[src/rtl/ats_pkg.sv]
// Shared types for the ATS command capture front end: opcodes, status codes and FSM states.
package ats_pkg;

  typedef enum logic [2:0] {
    OP_NOP       = 3'b000,
    OP_SET_CLK   = 3'b001,
    OP_EN_CLK    = 3'b010,
    OP_SET_MODE  = 3'b011,
    OP_RSVD      = 3'b100,
    OP_SET_ALARM = 3'b101,
    OP_SET_TIMER = 3'b110,
    OP_EN_AT     = 3'b111
  } ats_op_e;

  typedef enum logic [1:0] {
    STAT_OK         = 2'b00,
    STAT_BUSY       = 2'b01,
    STAT_ERR_OPCODE = 2'b10,
    STAT_REJECT     = 2'b11
  } ats_stat_e;

  typedef enum logic [1:0] {
    CAP_IDLE    = 2'b00,
    CAP_CAPTURE = 2'b01,
    CAP_COMMIT  = 2'b10
  } cap_state_e;

  // NOP and the reserved opcode never reach the core.
  function automatic logic op_is_queued(input logic [2:0] op);
    return !(op == OP_NOP || op == OP_RSVD);
  endfunction

endpackage

[src/rtl/ats_cmd_fifo.sv]
// Shared command queue: DEPTH entries, head visible combinationally, push and pop may coincide
// at any occupancy (including full, where the popped slot is reused in the same edge).
module ats_cmd_fifo #(
  parameter int WIDTH = 8,
  parameter int DEPTH = 4,
  localparam int CNT_W = $clog2(DEPTH + 1)
) (
  input  logic             clk,
  input  logic             rst,
  input  logic             push,
  input  logic [WIDTH-1:0] push_data,
  input  logic             pop,
  output logic [WIDTH-1:0] head_data,
  output logic [CNT_W-1:0] count,
  output logic [CNT_W-1:0] free
);

  localparam int AW = (DEPTH > 1) ? $clog2(DEPTH) : 1;

  logic [WIDTH-1:0] mem [DEPTH];
  logic [AW-1:0]    wr_ptr;
  logic [AW-1:0]    rd_ptr;
  logic             do_push;
  logic             do_pop;

  function automatic logic [AW-1:0] ptr_inc(input logic [AW-1:0] p);
    return (p == AW'(DEPTH - 1)) ? '0 : p + 1'b1;
  endfunction

  assign do_pop    = pop && (count != '0);
  assign do_push   = push && ((count != CNT_W'(DEPTH)) || do_pop);
  assign head_data = mem[rd_ptr];
  assign free      = CNT_W'(DEPTH) - count;

  always_ff @(posedge clk or posedge rst) begin
    if (rst) begin
      wr_ptr <= '0;
      rd_ptr <= '0;
      count  <= '0;
    end else begin
      if (do_push) wr_ptr <= ptr_inc(wr_ptr);
      if (do_pop)  rd_ptr <= ptr_inc(rd_ptr);
      case ({do_push, do_pop})
        2'b10:   count <= count + 1'b1;
        2'b01:   count <= count - 1'b1;
        default: count <= count;
      endcase
    end
  end

  always_ff @(posedge clk) begin
    if (do_push) mem[wr_ptr] <= push_data;
  end

endmodule

[src/rtl/ats_cmd_capture.sv]
// Multi-client command capture: one req collects a WORDS-word instruction from every client,
// filters NOP/reserved opcodes and queues the rest, tagged with the client index.
module ats_cmd_capture
  import ats_pkg::*;
#(
  parameter int NUM_CLIENTS = 2,
  parameter int WORD_W      = 16,
  parameter int WORDS       = 2,
  parameter int DEPTH       = 4,
  localparam int CMD_W      = WORDS * WORD_W,
  localparam int CID_W      = (NUM_CLIENTS > 1) ? $clog2(NUM_CLIENTS) : 1
) (
  input  logic                               clk,
  input  logic                               reset,
  input  logic                               req,
  input  logic [NUM_CLIENTS-1:0][WORD_W-1:0] ctrl,
  output logic                               ready,
  output logic [1:0]                         stat,
  output logic                               cmd_valid,
  input  logic                               cmd_ready,
  output logic [CMD_W-1:0]                   cmd_data,
  output logic [CID_W-1:0]                   cmd_client,
  output logic [2:0]                         cmd_op
);

  localparam int IDX_W  = (WORDS > 1) ? $clog2(WORDS) : 1;
  localparam int CNT_W  = $clog2(DEPTH + 1);
  localparam int FIFO_W = CID_W + CMD_W;

  cap_state_e       state_q, state_d;
  logic [IDX_W-1:0] idx_q;
  logic [IDX_W-1:0] slot;
  logic [CID_W-1:0] cli_q;
  ats_stat_e        stat_q;
  logic             err_q;
  logic             init_q;
  logic [CMD_W-1:0] asm_q [NUM_CLIENTS];
  logic [2:0]       commit_op;

  logic             accept;
  logic             rejected;
  logic             last_word;
  logic             last_client;
  logic             push;
  logic             rsvd_hit;

  logic [FIFO_W-1:0] head;
  logic [CNT_W-1:0]  fifo_count;
  logic [CNT_W-1:0]  fifo_free;

  // init_q keeps ready low until the first edge after reset release.
  assign ready     = init_q && (state_q == CAP_IDLE) && (fifo_free >= CNT_W'(NUM_CLIENTS));
  assign slot      = IDX_W'(WORDS - 1) - idx_q;
  assign commit_op = asm_q[cli_q][CMD_W-1 -: 3];
  assign rsvd_hit  = (state_q == CAP_COMMIT) && (commit_op == OP_RSVD);

  always_ff @(posedge clk or posedge reset) begin
    if (reset) state_q <= CAP_IDLE;
    else       state_q <= state_d;
  end

  always_comb begin
    state_d     = state_q;
    accept      = 1'b0;
    rejected    = 1'b0;
    last_word   = 1'b0;
    last_client = 1'b0;
    push        = 1'b0;
    case (state_q)
      CAP_IDLE: begin
        if (req) begin
          if (ready) begin
            accept  = 1'b1;
            state_d = CAP_CAPTURE;
          end else begin
            rejected = 1'b1;
          end
        end
      end
      CAP_CAPTURE: begin
        if (idx_q == IDX_W'(WORDS - 1)) begin
          last_word = 1'b1;
          state_d   = CAP_COMMIT;
        end
      end
      CAP_COMMIT: begin
        push = op_is_queued(commit_op);
        if (cli_q == CID_W'(NUM_CLIENTS - 1)) begin
          last_client = 1'b1;
          state_d     = CAP_IDLE;
        end
      end
      default: state_d = CAP_IDLE;
    endcase
  end

  always_ff @(posedge clk or posedge reset) begin
    if (reset) begin
      init_q <= 1'b0;
      idx_q  <= '0;
      cli_q  <= '0;
      err_q  <= 1'b0;
      stat_q <= STAT_OK;
    end else begin
      init_q <= 1'b1;
      if (accept)                      idx_q <= '0;
      else if (state_q == CAP_CAPTURE) idx_q <= last_word ? '0 : idx_q + 1'b1;

      if (last_word)                  cli_q <= '0;
      else if (state_q == CAP_COMMIT) cli_q <= last_client ? '0 : cli_q + 1'b1;

      if (accept)        err_q <= 1'b0;
      else if (rsvd_hit) err_q <= 1'b1;

      // REJECT is only overwritten by the next accepted request.
      if (accept)           stat_q <= STAT_BUSY;
      else if (rejected)    stat_q <= STAT_REJECT;
      else if (last_client) stat_q <= (err_q || rsvd_hit) ? STAT_ERR_OPCODE : STAT_OK;
    end
  end

  always_ff @(posedge clk or posedge reset) begin
    if (reset) begin
      for (int i = 0; i < NUM_CLIENTS; i++) asm_q[i] <= '0;
    end else if (state_q == CAP_CAPTURE) begin
      for (int i = 0; i < NUM_CLIENTS; i++)
        asm_q[i][int'(slot)*WORD_W +: WORD_W] <= ctrl[i];
    end
  end

  ats_cmd_fifo #(
    .WIDTH (FIFO_W),
    .DEPTH (DEPTH)
  ) u_fifo (
    .clk       (clk),
    .rst       (reset),
    .push      (push),
    .push_data ({cli_q, asm_q[cli_q]}),
    .pop       (cmd_ready),
    .head_data (head),
    .count     (fifo_count),
    .free      (fifo_free)
  );

  assign stat       = stat_q;
  assign cmd_valid  = (fifo_count != '0);
  assign cmd_data   = cmd_valid ? head[CMD_W-1:0] : '0;
  assign cmd_client = cmd_valid ? head[FIFO_W-1 -: CID_W] : '0;
  assign cmd_op     = cmd_data[CMD_W-1 -: 3];

endmodule

[config.mk]
export PLATFORM = sky130hd
export DESIGN_NAME = ats_cmd_capture
export DESIGN_NICKNAME = d
export VERILOG_FILES = /design/src/rtl/ats_pkg.sv /design/src/rtl/ats_cmd_fifo.sv /design/src/rtl/ats_cmd_capture.sv
export SDC_FILE = /design/constraint.sdc
export NUM_CORES = 1
export LEC_CHECK = 0
export CAP_MARGIN = 20
export CORE_ASPECT_RATIO = 0.7
export CORE_MARGIN = 4
export CORE_UTILIZATION = 55
export DETAILED_ROUTE_END_ITERATION = 16
export GPL_ROUTABILITY_DRIVEN = 0
export GPL_TIMING_DRIVEN = 1
export PLACE_DENSITY = 0.77
export RECOVER_POWER = 25
export SYNTH_ARGS = -nofsm -noshare
export SYNTH_HDL_FRONTEND = slang
export SYNTH_SLANG_ARGS = --single-unit
[constraint.sdc]
create_clock -name clk -period 4.5 [get_ports clk]
set_input_delay 0.9 -clock clk [delete_from_list [all_inputs] [get_ports clk]]
set_output_delay 0.9 -clock clk [all_outputs]
set_load 0.05 [all_outputs]
==> flow_summary_export.csv <==
group,metric,value,unit
floorplanning,die_height,113.3,um
cts,htreeDepth,1,
cts,clkSinkCount,211,
timing,fin_crit_sh,87.21,%
logic_synthesis,ys_seq_elements,211,
logic_synthesis,synth_area_leaders,"edfxtp_1, dfrtp_1, mux2_2",
routing,viasPerCell,5.624,
floorplanning,pin_count,76,
routing,routedWlPerCell,21.60,um
floorplanning,num_rows,38,
worst_setup_path,crit_type,"reg -> out",
cts,cts_buffer_depth,3,
finish,drive_gt1_share,28.88,%
logic_synthesis,yosys.area.top_type,"edfxtp_1",
routing,drc_errors,0,
run,maxCapViolCount,4,
worst_setup_path,worstPathMaxFanout,19,
finish,num-fill-cells,1052,
routing,drtPass1Iterations,4,
floorplanning,dieArea,0.01794,mm2
logic_synthesis,synth_cell_types,39,
timing,maxSlewHeadroom,-33.71,%
floorplanning,die_width,158.4,um
routing,drt-initial-drc-count,257,
logic_synthesis,synth_edf_count,132,
cts,cts_hold_buf,0,
worst_setup_path,critical_path.startpoint_type,"register",
finish,multi_input_area,0.002534,mm2
cts,cts_setup_buffers,0,
global_routing,grt_util_all_layers,19.25,%
routing,ant_nets,0,
timing,setup_viol_count_final,0,
power,ir_drop,0.4699,mV
outcome,failed_checks,"max-capacitance violations, max-slew violations",
logic_synthesis,netlist_instances,466,
logic_synthesis,yosysSeqAreaShare,68.24,%
routing,vias,4280,
worst_setup_path,crit_chain,"inv_1, ha_1, ha_1, inv_1, buf_4, and2_1, clkdlybuf4s50_1",
global_routing,grt_pass1_wl,26.36,mm
logic_synthesis,synth_area_per_cell,18.68,um2
timing,finalMaxSlewViolations,135,
global_routing,grt_start_max_net_pins,43,
worst_setup_path,critPathArrivalTime,3.02,ns
timing,rsz0062_at_grt,"false",
finish,areaGrowthSynthToFinish,17.65,%
routing,drt_wl_total,16.43,mm
power,p_leak,0.003711,uW
global_routing,antenna_found_initial,0,
worst_setup_path,r2r_slack,0.89,ns
timing,min_period,3.924,ns
outcome,outcome,"complete, but fails checks",
cts,clock_latency,0.48,ns
logic_synthesis,synth_ff_type,"edfxtp_1",
finish,register_area,0.005942,mm2
finish,antenna_cells,0,
cts,cts_resized,0,
logic_synthesis,netlist_area,0.008706,mm2
cts,clkTransAtPathRegs,0.06,ns
floorplanning,start_util,56.17,%
timing,tightest_slew,2.006,ns
timing,tns,0,ns
placed_design,io_buffer_count,75,
logic_synthesis,yosysWarnings,0,
finish,fin_nets,594,
worst_setup_path,cp_slowest_cell,"clkdlybuf4s50_1",
cts,cts_tree,"yes",
floorplanning,core_area,0.01550,mm2
cts,cts_buffers,20,
logic_synthesis,synthArstFlopShare,37.44,%
global_routing,grt_overflow,0,
worst_setup_path,worstPathRequired,3.60,ns
cts,cts_root_buffer,"clkbuf_16",
worst_setup_path,cp_slowest_stage_delay,0.80,ns
logic_synthesis,syn_nets,513,
logic_synthesis,yosysTopAreaCellShare,45.53,%
placed_design,dp_hpwl,10.26,mm
timing,fmax,0.2548,GHz
timing,skew,0.01093,ns
timing,hold_violations,0,
placed_design,dp_slack,1.069,ns
hold_path,min_path_type,"reg -> reg",
power,p_per_area,794.7,mW/mm2
global_routing,grt_pass1_vias,4756,
timing,setup_ws,0.5757,ns
worst_setup_path,cp-end-kind,"output port",
## cells in the final DEF (no fill, tap or decap), types with 2 or more instances in the layout
cell type / n
mux2_2: 92
and2_2: 4
xor2_1: 2
and2_1: 34
nor2b_1: 2
edfxtp_1: 132
clkinv_1: 3
mux4_2: 28
o21ai_0: 2
buf_12: 2
ha_1: 10
inv_1: 9
clkbuf_16: 21
bufinv_16: 2
clkdlybuf4s50_1: 74
nand2b_1: 4
clkinv_2: 3
mux2_1: 7
nand2_1: 2
dfrtp_1: 78
buf_4: 3
clkbuf_1: 8
nor2_1: 9
xnor2_1: 3
mux4_1: 5
## state kept, by name (all words and copies together), names as in the netlist, 2 cells and up
name / count
stat: 2
u_fifo.count: 3
state_q: 2
u_fifo.rd_ptr: 2
u_fifo.mem: 132
u_fifo.wr_ptr: 2
asm_q: 64
## kinds of logic (layout without fill, tap and decap cells)
family	Yosys count	after routing	synth area share (%)
buffers and inverters	34	129	2.587
other	1	1	0.04307
and+or+nand+nor	61	61	4.254
muxes	133	133	21.67
AOI/OAI and AO/OA	10	10	1.035
DFF	211	211	68.24
xor gates and xnor gates	5	5	0.5031
adders and majority gates	11	11	1.667
## through the flow
| step | hold slack (ns) | total power (uW) | cells | utilization, % | area [um2] |
|---|---|---|---|---|---|
| finish | 0.4793 | 8140 | 761 | 66.08 | 10240 |
| global route | 0.5043 | 8573 | 761 | 66.08 | 10240 |
| CTS | 0.4859 | 8217 | 759 | 66.06 | 10240 |
| detailed placement | 0.4708 | 6529 | 723 | 61.84 | 9585 |
| global placement | 0.4651 | 6403 | 723 | 61.84 | 9585 |
| floorplan | 0.4465 | 5599 | 466 | - | 8706 |
## critical path: cells and delay by family (launching register included)
family / cells / cell delay (ns)
flops: 1 / 0.36
simple gates: 1 / 0.18
buf+inv: 4 / 1.54
fa+ha+maj: 2 / 0.44
## power by group
part	internal, uW	switching [uW]	leakage, uW	total, uW
clock network	987	675	0.000321	1660
registers	2800	316	0.00212	3110
logic	1470	1890	0.00127	3370
total	5250	2890	0.00371	8140
## area by class of cell
class,count,share of cell area (%)
Clock buffer,27,5.448
Clock inverter,9,0.9284
Inverter,10,0.3787
Multi-Input combinational cell,221,24.74
Sequential cell,211,58.01
Tap cell,200,2.443
Timing Repair Buffer,83,8.050
## metal layers
metal / vias to the layer above / GRT usage, % / part of all wire, % / wire (um)
li1: 1919 / - / - / -
met4: 0 / 4.375 / 1.8 / 298
met3: 24 / 3.823 / 4.5 / 737
met2: 100 / 30.72 / 48 / 7902
met1: 2237 / 27.95 / 46 / 7495
met5: - / 0 / 0 / 0
## synth_stat cells (5+ instances only)
cell / count
mux4_1: 5
and2_1: 38
inv_1: 10
nor2_1: 8
edfxtp_1: 132
mux2_2: 94
ha_1: 10
dfrtp_1: 79
mux2_1: 5
mux4_2: 28
buf_4: 6
buf_2: 9
## worst paths after layout
| path | from | to | cells after the start |
|---|---|---|---|
| setup / recovery | u_fifo.count[0]$_DFFE_PP0P_ | cmd_data[8] | 7 |
| hold / removal | asm_q[52]$_DFFE_PP0P_ | asm_q[52]$_DFFE_PP0P_ | 1 |
| setup reg to reg | cli_q$_DFFE_PP0P_ | u_fifo.mem[1][18]$_DFFE_PP_ | 3 |
| hold reg to reg | asm_q[52]$_DFFE_PP0P_ | asm_q[52]$_DFFE_PP0P_ | 1 |
| max in group asynchronous | reset | u_fifo.rd_ptr[0]$_DFFE_PP0P_ | 3 |
| min in group asynchronous | reset | asm_q[56]$_DFFE_PP0P_ | 2 |
No activity file was read; power rests on OpenSTA's default activity.
